===== src/rtl/rsa_pkg.sv =====
// rsa_pkg: shared definitions for the RSA decrypt block.
//   RSA_WIDTH   - default operand width for c, d, n and m
//   CYC_W       - width of the latency (cycles) output
//   rsa_state_e - top-level sequencer states
package rsa_pkg;
  localparam int RSA_WIDTH = 16;
  localparam int CYC_W     = 32;

  typedef enum logic [2:0] {
    IDLE,
    LOAD,
    SQR,
    MUL,
    DONE
  } rsa_state_e;
endpackage


===== src/rtl/rsa_modmul.sv =====
// rsa_modmul: interleaved shift-add modular multiplier, p = a*b mod n.
// Processes one multiplier bit per cycle, MSB of b first, over WIDTH cycles.
//   clk, rst - clock, synchronous active-high reset
//   go       - held high for the whole multiplication; a, b, n must stay
//              stable while go is high. Back-to-back products are obtained
//              by keeping go high: a new product starts after each done.
//   a, b, n  - operands, a and b already reduced below n
//   p        - product, valid in the cycle done is high
//   done     - pulses on the WIDTH-th cycle of a multiplication
module rsa_modmul
  import rsa_pkg::*;
#(
  parameter int WIDTH = RSA_WIDTH
) (
  input  logic             clk,
  input  logic             rst,
  input  logic             go,
  input  logic [WIDTH-1:0] a,
  input  logic [WIDTH-1:0] b,
  input  logic [WIDTH-1:0] n,
  output logic [WIDTH-1:0] p,
  output logic             done
);

  localparam int CW = (WIDTH > 1) ? $clog2(WIDTH) : 1;
  localparam int AW = WIDTH + 2;

  logic [CW-1:0]    cnt_q, cnt_d;
  logic [WIDTH-1:0] acc_q, acc_d;
  logic [WIDTH-1:0] acc_nxt;
  logic [CW-1:0]    idx;
  logic             last;

  // One iteration: acc = 2*acc mod n, then acc = acc + addend mod n.
  // Two guard bits keep 2*acc and acc+addend from overflowing before the
  // single conditional subtraction that brings each back below n.
  function automatic logic [WIDTH-1:0] mod_step(
    input logic [WIDTH-1:0] acc,
    input logic [WIDTH-1:0] addend,
    input logic [WIDTH-1:0] modulus,
    input logic             add_en
  );
    logic [AW-1:0] t;
    logic [AW-1:0] m_ext;
    m_ext = {2'b00, modulus};
    t     = {1'b0, acc, 1'b0};
    if (t >= m_ext) t = t - m_ext;
    if (add_en) begin
      t = t + {2'b00, addend};
      if (t >= m_ext) t = t - m_ext;
    end
    return t[WIDTH-1:0];
  endfunction

  always_comb begin
    idx     = CW'(WIDTH - 1) - cnt_q;
    last    = (cnt_q == CW'(WIDTH - 1));
    acc_nxt = mod_step(acc_q, a, n, b[idx]);
    p       = acc_nxt;
    done    = go && last;

    cnt_d = '0;
    acc_d = '0;
    if (go && !last) begin
      cnt_d = cnt_q + CW'(1);
      acc_d = acc_nxt;
    end
  end

  always_ff @(posedge clk) begin
    if (rst) begin
      cnt_q <= '0;
      acc_q <= '0;
    end else begin
      cnt_q <= cnt_d;
      acc_q <= acc_d;
    end
  end

endmodule


===== src/rtl/rsa_decrypt.sv =====
// rsa_decrypt: m = c^d mod n by left-to-right square-and-multiply.
// Every bit of d costs one WIDTH-cycle squaring, plus one WIDTH-cycle
// multiply when the bit is set, so latency deliberately depends on d.
//   clk, rst - clock, synchronous active-high reset
//   start    - one-cycle request, accepted only while busy is low;
//              c, d, n are sampled with it
//   c, d, n  - ciphertext, private exponent, modulus
//   m        - plaintext, updated on entry to DONE and then held
//   finish   - one-cycle pulse while m is valid
//   busy     - high from the accepted start through the finish cycle
//   err      - set with finish for n<2 or c>=n (m is then 0)
//   cycles   - latency of the last operation, start edge to finish end
module rsa_decrypt
  import rsa_pkg::*;
#(
  parameter int WIDTH = RSA_WIDTH
) (
  input  logic             clk,
  input  logic             rst,
  input  logic             start,
  input  logic [WIDTH-1:0] c,
  input  logic [WIDTH-1:0] d,
  input  logic [WIDTH-1:0] n,
  output logic [WIDTH-1:0] m,
  output logic             finish,
  output logic             busy,
  output logic             err,
  output logic [CYC_W-1:0] cycles
);

  localparam int CW = (WIDTH > 1) ? $clog2(WIDTH) : 1;

  rsa_state_e       state_q, state_d;
  logic [WIDTH-1:0] op_c_q, op_c_d;
  logic [WIDTH-1:0] op_d_q, op_d_d;
  logic [WIDTH-1:0] op_n_q, op_n_d;
  logic [WIDTH-1:0] r_q, r_d;
  logic [CW-1:0]    bit_q, bit_d;
  logic [CYC_W-1:0] cnt_q, cnt_d;
  logic [WIDTH-1:0] m_q, m_d;
  logic             err_q, err_d;
  logic [CYC_W-1:0] cycles_q, cycles_d;

  logic             mm_go;
  logic [WIDTH-1:0] mm_a;
  logic [WIDTH-1:0] mm_p;
  logic             mm_done;

  rsa_modmul #(
    .WIDTH(WIDTH)
  ) u_modmul (
    .clk  (clk),
    .rst  (rst),
    .go   (mm_go),
    .a    (mm_a),
    .b    (r_q),
    .n    (op_n_q),
    .p    (mm_p),
    .done (mm_done)
  );

  always_comb begin
    state_d  = state_q;
    op_c_d   = op_c_q;
    op_d_d   = op_d_q;
    op_n_d   = op_n_q;
    r_d      = r_q;
    bit_d    = bit_q;
    cnt_d    = cnt_q;
    m_d      = m_q;
    err_d    = err_q;
    cycles_d = cycles_q;
    mm_go    = 1'b0;
    mm_a     = r_q;

    case (state_q)
      IDLE: begin
        if (start) begin
          state_d = LOAD;
          op_c_d  = c;
          op_d_d  = d;
          op_n_d  = n;
          r_d     = WIDTH'(1);
          bit_d   = CW'(WIDTH - 1);
          cnt_d   = CYC_W'(1);
        end
      end

      LOAD: begin
        cnt_d = cnt_q + CYC_W'(1);
        if (op_n_q < WIDTH'(2) || op_c_q >= op_n_q) begin
          state_d  = DONE;
          m_d      = '0;
          err_d    = 1'b1;
          cycles_d = cnt_q + CYC_W'(1);
        end else begin
          state_d = SQR;
        end
      end

      SQR, MUL: begin
        cnt_d = cnt_q + CYC_W'(1);
        mm_go = 1'b1;
        if (state_q == MUL) mm_a = op_c_q;
        if (mm_done) begin
          r_d = mm_p;
          if (state_q == SQR && op_d_q[bit_q]) begin
            state_d = MUL;
          end else if (bit_q == '0) begin
            // Results are latched on entry to DONE so they are valid
            // throughout the finish cycle; cycles then equals the count
            // at the end of DONE.
            state_d  = DONE;
            m_d      = mm_p;
            err_d    = 1'b0;
            cycles_d = cnt_q + CYC_W'(1);
          end else begin
            state_d = SQR;
            bit_d   = bit_q - CW'(1);
          end
        end
      end

      DONE: begin
        state_d = IDLE;
      end

      default: begin
        state_d = IDLE;
      end
    endcase
  end

  always_ff @(posedge clk) begin
    if (rst) begin
      state_q  <= IDLE;
      bit_q    <= '0;
      cnt_q    <= '0;
      m_q      <= '0;
      err_q    <= 1'b0;
      cycles_q <= '0;
    end else begin
      state_q  <= state_d;
      bit_q    <= bit_d;
      cnt_q    <= cnt_d;
      m_q      <= m_d;
      err_q    <= err_d;
      cycles_q <= cycles_d;
    end
  end

  always_ff @(posedge clk) begin
    op_c_q <= op_c_d;
    op_d_q <= op_d_d;
    op_n_q <= op_n_d;
    r_q    <= r_d;
  end

  assign m      = m_q;
  assign err    = err_q;
  assign cycles = cycles_q;
  assign finish = (state_q == DONE);
  assign busy   = (state_q != IDLE);

endmodule


===== config.mk =====
export PLATFORM = sky130hd
export DESIGN_NAME = rsa_decrypt
export DESIGN_NICKNAME = d
export VERILOG_FILES = /design/src/rtl/rsa_pkg.sv /design/src/rtl/rsa_modmul.sv /design/src/rtl/rsa_decrypt.sv
export SDC_FILE = /design/constraint.sdc
export NUM_CORES = 1
export LEC_CHECK = 0
export BUFFER_PORTS_ARGS = -buffer_cell sky130_fd_sc_hd__buf_2
export CAP_MARGIN = 20
export CELL_PAD_IN_SITES_DETAIL_PLACEMENT = 0
export CELL_PAD_IN_SITES_GLOBAL_PLACEMENT = 1
export CORE_MARGIN = 2
export CORE_UTILIZATION = 44
export DETAILED_ROUTE_END_ITERATION = 10
export PLACE_DENSITY_LB_ADDON = 0.1
export REMOVE_ABC_BUFFERS = 1
export SKIP_CTS_REPAIR_TIMING = 1
export SLEW_MARGIN = 25
export SYNTH_ARGS = -nofsm -noshare
export SYNTH_HDL_FRONTEND = slang
export SYNTH_SLANG_ARGS = --single-unit

===== constraint.sdc =====
create_clock -name clk -period 7.8 [get_ports clk]
set_input_delay 0.39 -clock clk [delete_from_list [all_inputs] [get_ports clk]]
set_output_delay 0.39 -clock clk [all_outputs]
set_load 0.01 [all_outputs]

Word-level counts from Yosys, hierarchy flattened. Index checks and enable logic that the tools add are counted.

Bits in registers: 172. Input bits: 51. Output and inout bits: 51. Word-level logic and storage cells: 98.

Add/sub/neg operators: 7. $lt $le $gt $ge: 6. Eq/ne operators: 11. Mux-type cells: 41. Bitwise gates (word level): 1. Reduce and logical (&&, ||, !) cells: 20.

Operator list (count): 16-bit 2-to-1 mux (10); 32-bit 2-to-1 mux (5); 32-bit one-hot mux with 2 select lines (2); 16-bit one-hot mux with 2 select lines (2); 32-bit by 1-bit adder with 32-bit output, second input constant (1); 18-bit by 16-bit adder with 18-bit output (1); 18-bit by 16-bit >= comparator with 1-bit output (1); 18-bit 2-to-1 mux (1); 17-bit by 16-bit subtractor with 18-bit output (1); 17-bit by 16-bit >= comparator with 1-bit output (1); 16-bit >= comparator (1); 16-bit by 2-bit < comparator with 1-bit output, second input constant (1); 4-bit 2-to-1 mux (4); 16-bit subtractor (1); 3-bit 2-to-1 mux (5); 2-bit != test, second input constant (6); 4-bit by 5-bit < comparator with 1-bit output, second input constant (2); 5-bit AND reduction (2); 3-bit one-hot mux with 3 select lines (1); 1-bit binary-select mux with 4-bit select (2); 4-bit one-hot mux with 2 select lines (1); 1-bit 2-to-1 mux (7); 3-bit by 2-bit == test with 1-bit output, second input constant (2); 2-bit AND reduction (3); 18 further kinds (23).

Logic depth before layout (Yosys ltp).
Word-level depth: 11. Depth in mapped cells: 34. Mapped depth without buffers: 29.

By module. Synthesis repeated with hierarchy kept, for this count alone.

Cells, all modules: 1163. Area, all modules: 10572.6 sq um.

By module, submodules not included: rsa_decrypt (times used 1, cells each 673, area each 6821.5 sq um, seq. area each 3683.5 sq um); rsa_modmul (times used 1, cells each 490, area each 3751.1 sq um, seq. area each 400.4 sq um).

Least setup slack after synthesis. Ideal clock, no wire load.

Path kind: reg-to-reg. Start: register op_n_q[0]. End: register r_q[15] (data pin). Setup time: 275 ps. Data arrival time: 6544 ps. Data required time: 7525 ps. Path slack: 981 ps. Cell stages (with the launch flop): 33. Buffers on the path: 5. Period minus slack after synthesis: 6819 ps. Path through: edfxtp_1 -> inv_1 -> fa_1 -> a21o_1 -> a221o_2 -> o211ai_1 -> o311a_1 -> buf_2 -> clkbuf_1 -> clkbuf_1 -> nand2_1 -> o21ai_0 -> ha_1 -> nor2b_1 -> o31ai_1 -> a21oi_1 -> a21o_1 -> a21oi_1 -> o21bai_1 -> a21oi_1 -> xnor2_1 -> ha_1 -> a21oi_1 -> o22ai_1 -> a211oi_1 -> o21a_1 -> o211ai_2 -> or3_1 -> buf_4 -> nand2_4 -> buf_8 -> mux2i_1 -> a211oi_1.

Word-level cells in the longest chain between the ends: 8. Elaborated cells on any way between the ends: 10. Classes of those cells: 3 x add/sub; 2 x order compare; 5 x mux.

Ends and longest elaborated chain: start, declared (line rsa_decrypt.sv:36) `logic [WIDTH-1:0] op_n_q, op_n_d;`; start signal, assigned (line rsa_decrypt.sv:155) `op_n_q <= op_n_d;`; 17-bit by 16-bit subtractor with 18-bit output / 17-bit by 16-bit >= comparator with 1-bit output (equally long branches) (line rsa_modmul.sv:47) `if (t >= m_ext) t = t - m_ext;`; 18-bit 2-to-1 mux (line rsa_modmul.sv:47); 18-bit by 16-bit adder with 18-bit output (line rsa_modmul.sv:49) `t = t + {2'b00, addend};`; 16-bit subtractor / 18-bit by 16-bit >= comparator with 1-bit output (equally long branches) (line rsa_modmul.sv:50) `if (t >= m_ext) t = t - m_ext;`; 16-bit 2-to-1 mux (line rsa_modmul.sv:50); 16-bit 2-to-1 mux (*) (line rsa_modmul.sv:48) `if (add_en) begin`; 16-bit 2-to-1 mux (*) (line rsa_decrypt.sv:105) `if (mm_done) begin`; 16-bit one-hot mux with 2 select lines (*) (line rsa_decrypt.sv:76) `case (state_q)`; end signal, assigned (line rsa_decrypt.sv:156) `r_q <= r_d;`; end, declared (line rsa_decrypt.sv:37) `logic [WIDTH-1:0] r_q, r_d;`.

Mark *: on every way between the ends. The rest lies on a longest branch, timed or not. The select of a mux whose other input is x is not followed. A chain may end at the register's enable or synchronous reset.

Worst setup path after layout.
Start: register op_n_q[1]. End: register r_q[1] (data pin).

The elaborated chain is that of the path after synthesis.

==> flow_results.org <==
** Run status
- The flow ran to the end, and the final reports show no timing, DRC or antenna violations.

** STA
- Transition at the pin with the smallest max-transition slack :: 0.967 ns
- The worst path meets setup with 0.492 ns of slack.
- Minimum clock period after layout :: 7.31 ns
- Summed negative setup slack over all endpoints :: 0 ns
- Final setup violation count :: 0
- Hold Violations, Final :: 0
- Worst hold slack :: 0.126 ns
- Setup repair after global routing left no endpoint under its margin.
- The max-slew violation total from the final report came to 0.
- Timing would allow up to 0.137 GHz.
- Max-slew headroom at the worst pin :: 0.355
- Fraction of the cycle the final worst path needs :: 0.937
- Clock Skews :: 0.0142 ns

** Die
- The die covers 24500 um2.
- The core region is 22700 um2.
- For this configuration, the core starts out at a cell density of 0.450.
- Die boundary width :: 156 um
- Die Y :: 156 um
- Row generation in the floorplan step produced 55 rows.
- Pin placement for this block handled 102 I/O pins.

** Clock network
- Maximum buffer depth of the clock tree :: 2
- Number of buffers created by CTS :: 17
- Clock transition at path regs :: 0.08 ns
- TritonCTS built the clock tree.
- Master cell of the clock root buffer :: clkbuf_16
- Sinks on Clock Net :: 172
- Clock latency on the worst-skew pair, taken at its later pin, is 0.44 ns.
- The clock tree synthesis step divided the H-tree into 4 levels.

** Detailed routing
- For this run, design rule violations remaining after detail routing come to 0.
- Vias post-DR :: 8533
- For this run, the detailed router's first-pass iteration total came to 5.
- DR WL/cell :: 19.3 um
- The final layout contains routed wiring with a total length of 29.1 mm.
- Using the TritonRoute via totals, the vias-per-cell ratio works out to 5.68.
- DR iter-0 viols :: 646
- Count of nets left with antenna violations after detail routing :: 0

** Setup path
- By startpoint and endpoint, the worst setup path is classified as reg -> reg.
- Biggest cell delay along the critical path :: 0.52 ns
- On the critical path, the stage with the largest delay is an instance of a31oi_1.
- In this design, the critical path's most frequently occurring cell is a21oi_1.
- In this run the worst path has a maximum fanout of 26.
- Critical Path End Type :: register
- STA puts the critical path data required time at 8.04 ns.
- For the worst setup path, the data arrival time is 7.55 ns.
- Cells on worst reg2reg path :: 27
- The worst setup path is launched from a register.

** Logic synthesis
- Register area share after synthesis :: 0.400
- For this run, the leading register cell type out of synthesis is dfxtp_1.
- After synthesis the netlist holds a flip-flop and latch count of 172.
- After synthesis, the largest family of logic cells by area is compound AO/OA/AOI/OAI gates.
- Number of flops mapped to enable cells by yosys :: 64
- XOR/XNOR share of the synthesized area :: 0.0609
- After synthesis, the mean cell area works out to 9.11 um2.
- Ranked by instance count, the synthesized netlist is headed by nor2_1 (142), dfxtp_1 (108), nand2_1 (81).
- Number of warnings reported in the yosys synthesis log :: 0
- Of the post-synthesis cell area, the dominant cell type holds 0.212.
- The compound-gate portion of the synthesized area was 0.192.
- In this run the cell area of the synthesized design comes to 10200 um2.
- Async SR Flop Fraction :: 0
- Synthesized-area fraction occupied by adder cells :: 0.0891
- Of the total synthesized cell area, the portion taken by AND, OR, NAND and NOR gates is 0.173.
- After synthesis, the netlist uses 68 different library cells.
- Synthesis produced a netlist whose cell count is 1122.
- The most common cell in the synthesized netlist is nor2_1.
- Measured against the total synthesized area, the mux share comes to 0.0484.
- Top cells by area in the synthesized netlist :: dfxtp_1 (21%), edfxtp_1 (19%), ha_1 (8.3%)
- Biggest area consumer among synthesized cells :: dfxtp_1

** Power
- In this run the power density over the cells is 469 nW/um2.
- Summing internal, switching and leakage power gives 5.44 mW.
- Largest vdd supply drop :: 220 uV
- Summed over all cells, the static leakage comes to 4.72 nW.

** Layout
- Multi-input gate area :: 5790 um2
- Counting the fill cells in the layout gives 2180.
- In the final layout, the share of cells above drive strength 1 is 0.161.
- Once layout is done, the placed cells without fillers occupy 11600 um2.
- From synthesis to final layout, the design area changed by 13.5%.
- Across the whole layout, storage elements account for 4080 um2.
- Number of nets at the end of the flow :: 1324
- At the end of the flow the core is filled with cells to 0.511.
- The finished layout holds 1503 standard cells, fillers aside.

** Global routing
- Largest net degree at the start of global routing :: 74
- The first global-routing pass estimated 45.6 mm of wire.
- After global routing the overflow that remains totals 0.
- Antenna violations before repair :: 6
- For this run, the total global-route usage over all layers was measured as 0.244.
- The number of global-route vias before repair came to 8265.

** Hold path
- Along the worst hold path, the cell count comes to 1.
- The path class of the tightest hold or removal check is in -> reg.

** Placement
- Area after detailed placement :: 10900 um2
- Routability-driven placement finished with a final weighted congestion of 0.861.
- The count of buffers added on input and output ports is 101.
- Placement Setup Slack :: 0.341 ns
- Dpl cells :: 1462
- Placed wire-length estimate :: 21.8 mm

** Run
- Across the run, the number of max-cap violations was 0.
==> worst paths after layout <==
| path | start | endpoint | slack, ns |
|---|---|---|---|
| hold reg to reg | m[12]$_SDFFE_PP0P_ | m[12]$_SDFFE_PP0P_ | 0.45 |
| hold / removal | d[3] | op_d_q[3]$_DFFE_PP_ | 0.13 |
| setup reg to reg | op_n_q[1]$_DFFE_PP_ | r_q[1]$_SDFFCE_PP0P_ | 0.49 |
| setup / recovery | op_n_q[1]$_DFFE_PP_ | r_q[1]$_SDFFCE_PP0P_ | 0.49 |
==> critical path, delay by kind of cell, from the launching register on <==
family                     cells  cell delay (ns)
and+or+nand+nor                4             0.84
muxes                          1             0.39
adders and majority gates      3             1.15
AOI/OAI and AO/OA             16             3.67
xor gates and xnor gates       1             0.16
DFF                            1             0.45
buffers and inverters          2             0.42
==> sequential cells by signal, indices dropped and copies added (netlist names) <==
register,count
u_modmul.cnt_q,4
m,16
u_modmul.acc_q,16
cnt_q,32
err,1
state_q,3
bit_q,4
cycles,32
r_q,16
op_n_q,16
op_d_q,16
op_c_q,16
==> metal layers <==
layer  up-vias  GRT usage  wire [um]
li1       4262          -          -
met1      4006      0.325      13300
met2       212      0.408      13900
met3        47     0.0413       1280
met4         6     0.0730        593
met5         -          0         39
==> where the power goes <==
part | internal, mW | switching, mW | total (mW) | leakage [nW]
sequential | 1.18 | 0.138 | 1.32 | 1.49
clock | 0.434 | 0.428 | 0.861 | 0.292
combinational | 1.25 | 2.01 | 3.26 | 2.94
total | 2.87 | 2.57 | 5.44 | 4.72
==> cell families (layout without fill, tap and decap cells) <==
family,after synthesis,count (layout)
other,0,3
multiplexers,36,36
buffers and inverters,95,188
adder cells (fa/ha/maj),71,71
AND/OR/NAND/NOR,379,379
XOR/XNOR,71,71
flip-flops,172,172
AO/OA/AOI/OAI,298,298
==> cells in the final DEF, fill, tap and decap left out, types with 4 or more instances in the layout <==
| cell type | n |
|---|---|
| nand4_1 | 9 |
| and3_1 | 13 |
| a21oi_1 | 71 |
| o21bai_1 | 6 |
| o21ai_0 | 68 |
| a21o_1 | 14 |
| mux2i_1 | 9 |
| nor2_1 | 141 |
| mux4_2 | 9 |
| mux2_2 | 17 |
| a211oi_1 | 46 |
| a211oi_2 | 7 |
| a311oi_1 | 4 |
| buf_2 | 101 |
| nand2b_1 | 10 |
| nand2_1 | 81 |
| o31ai_1 | 10 |
| nor3_1 | 36 |
| and4_1 | 6 |
| inv_1 | 40 |
| and2_1 | 17 |
| edfxtp_1 | 64 |
| xnor2_1 | 38 |
| ha_1 | 68 |
| buf_4 | 14 |
| or3_1 | 10 |
| o22ai_1 | 4 |
| nor4_1 | 8 |
| a31oi_1 | 8 |
| nand3_1 | 28 |
| o21a_1 | 11 |
| clkinv_8 | 4 |
| nor2b_1 | 9 |
| xor2_1 | 33 |
| inv_6 | 5 |
| a22oi_1 | 11 |
| inv_8 | 5 |
| clkbuf_16 | 17 |
| dfxtp_1 | 108 |
==> layout make-up <==
class                      count  area share
multi-input combinational    855       0.499
antenna                        3    0.000647
clock buffer                  17      0.0367
tap                          285      0.0308
inverter                      41      0.0134
sequential                   172       0.352
clock inverter                15      0.0146
timing repair buffer         115      0.0527
Power figures use the tool's default switching activity.
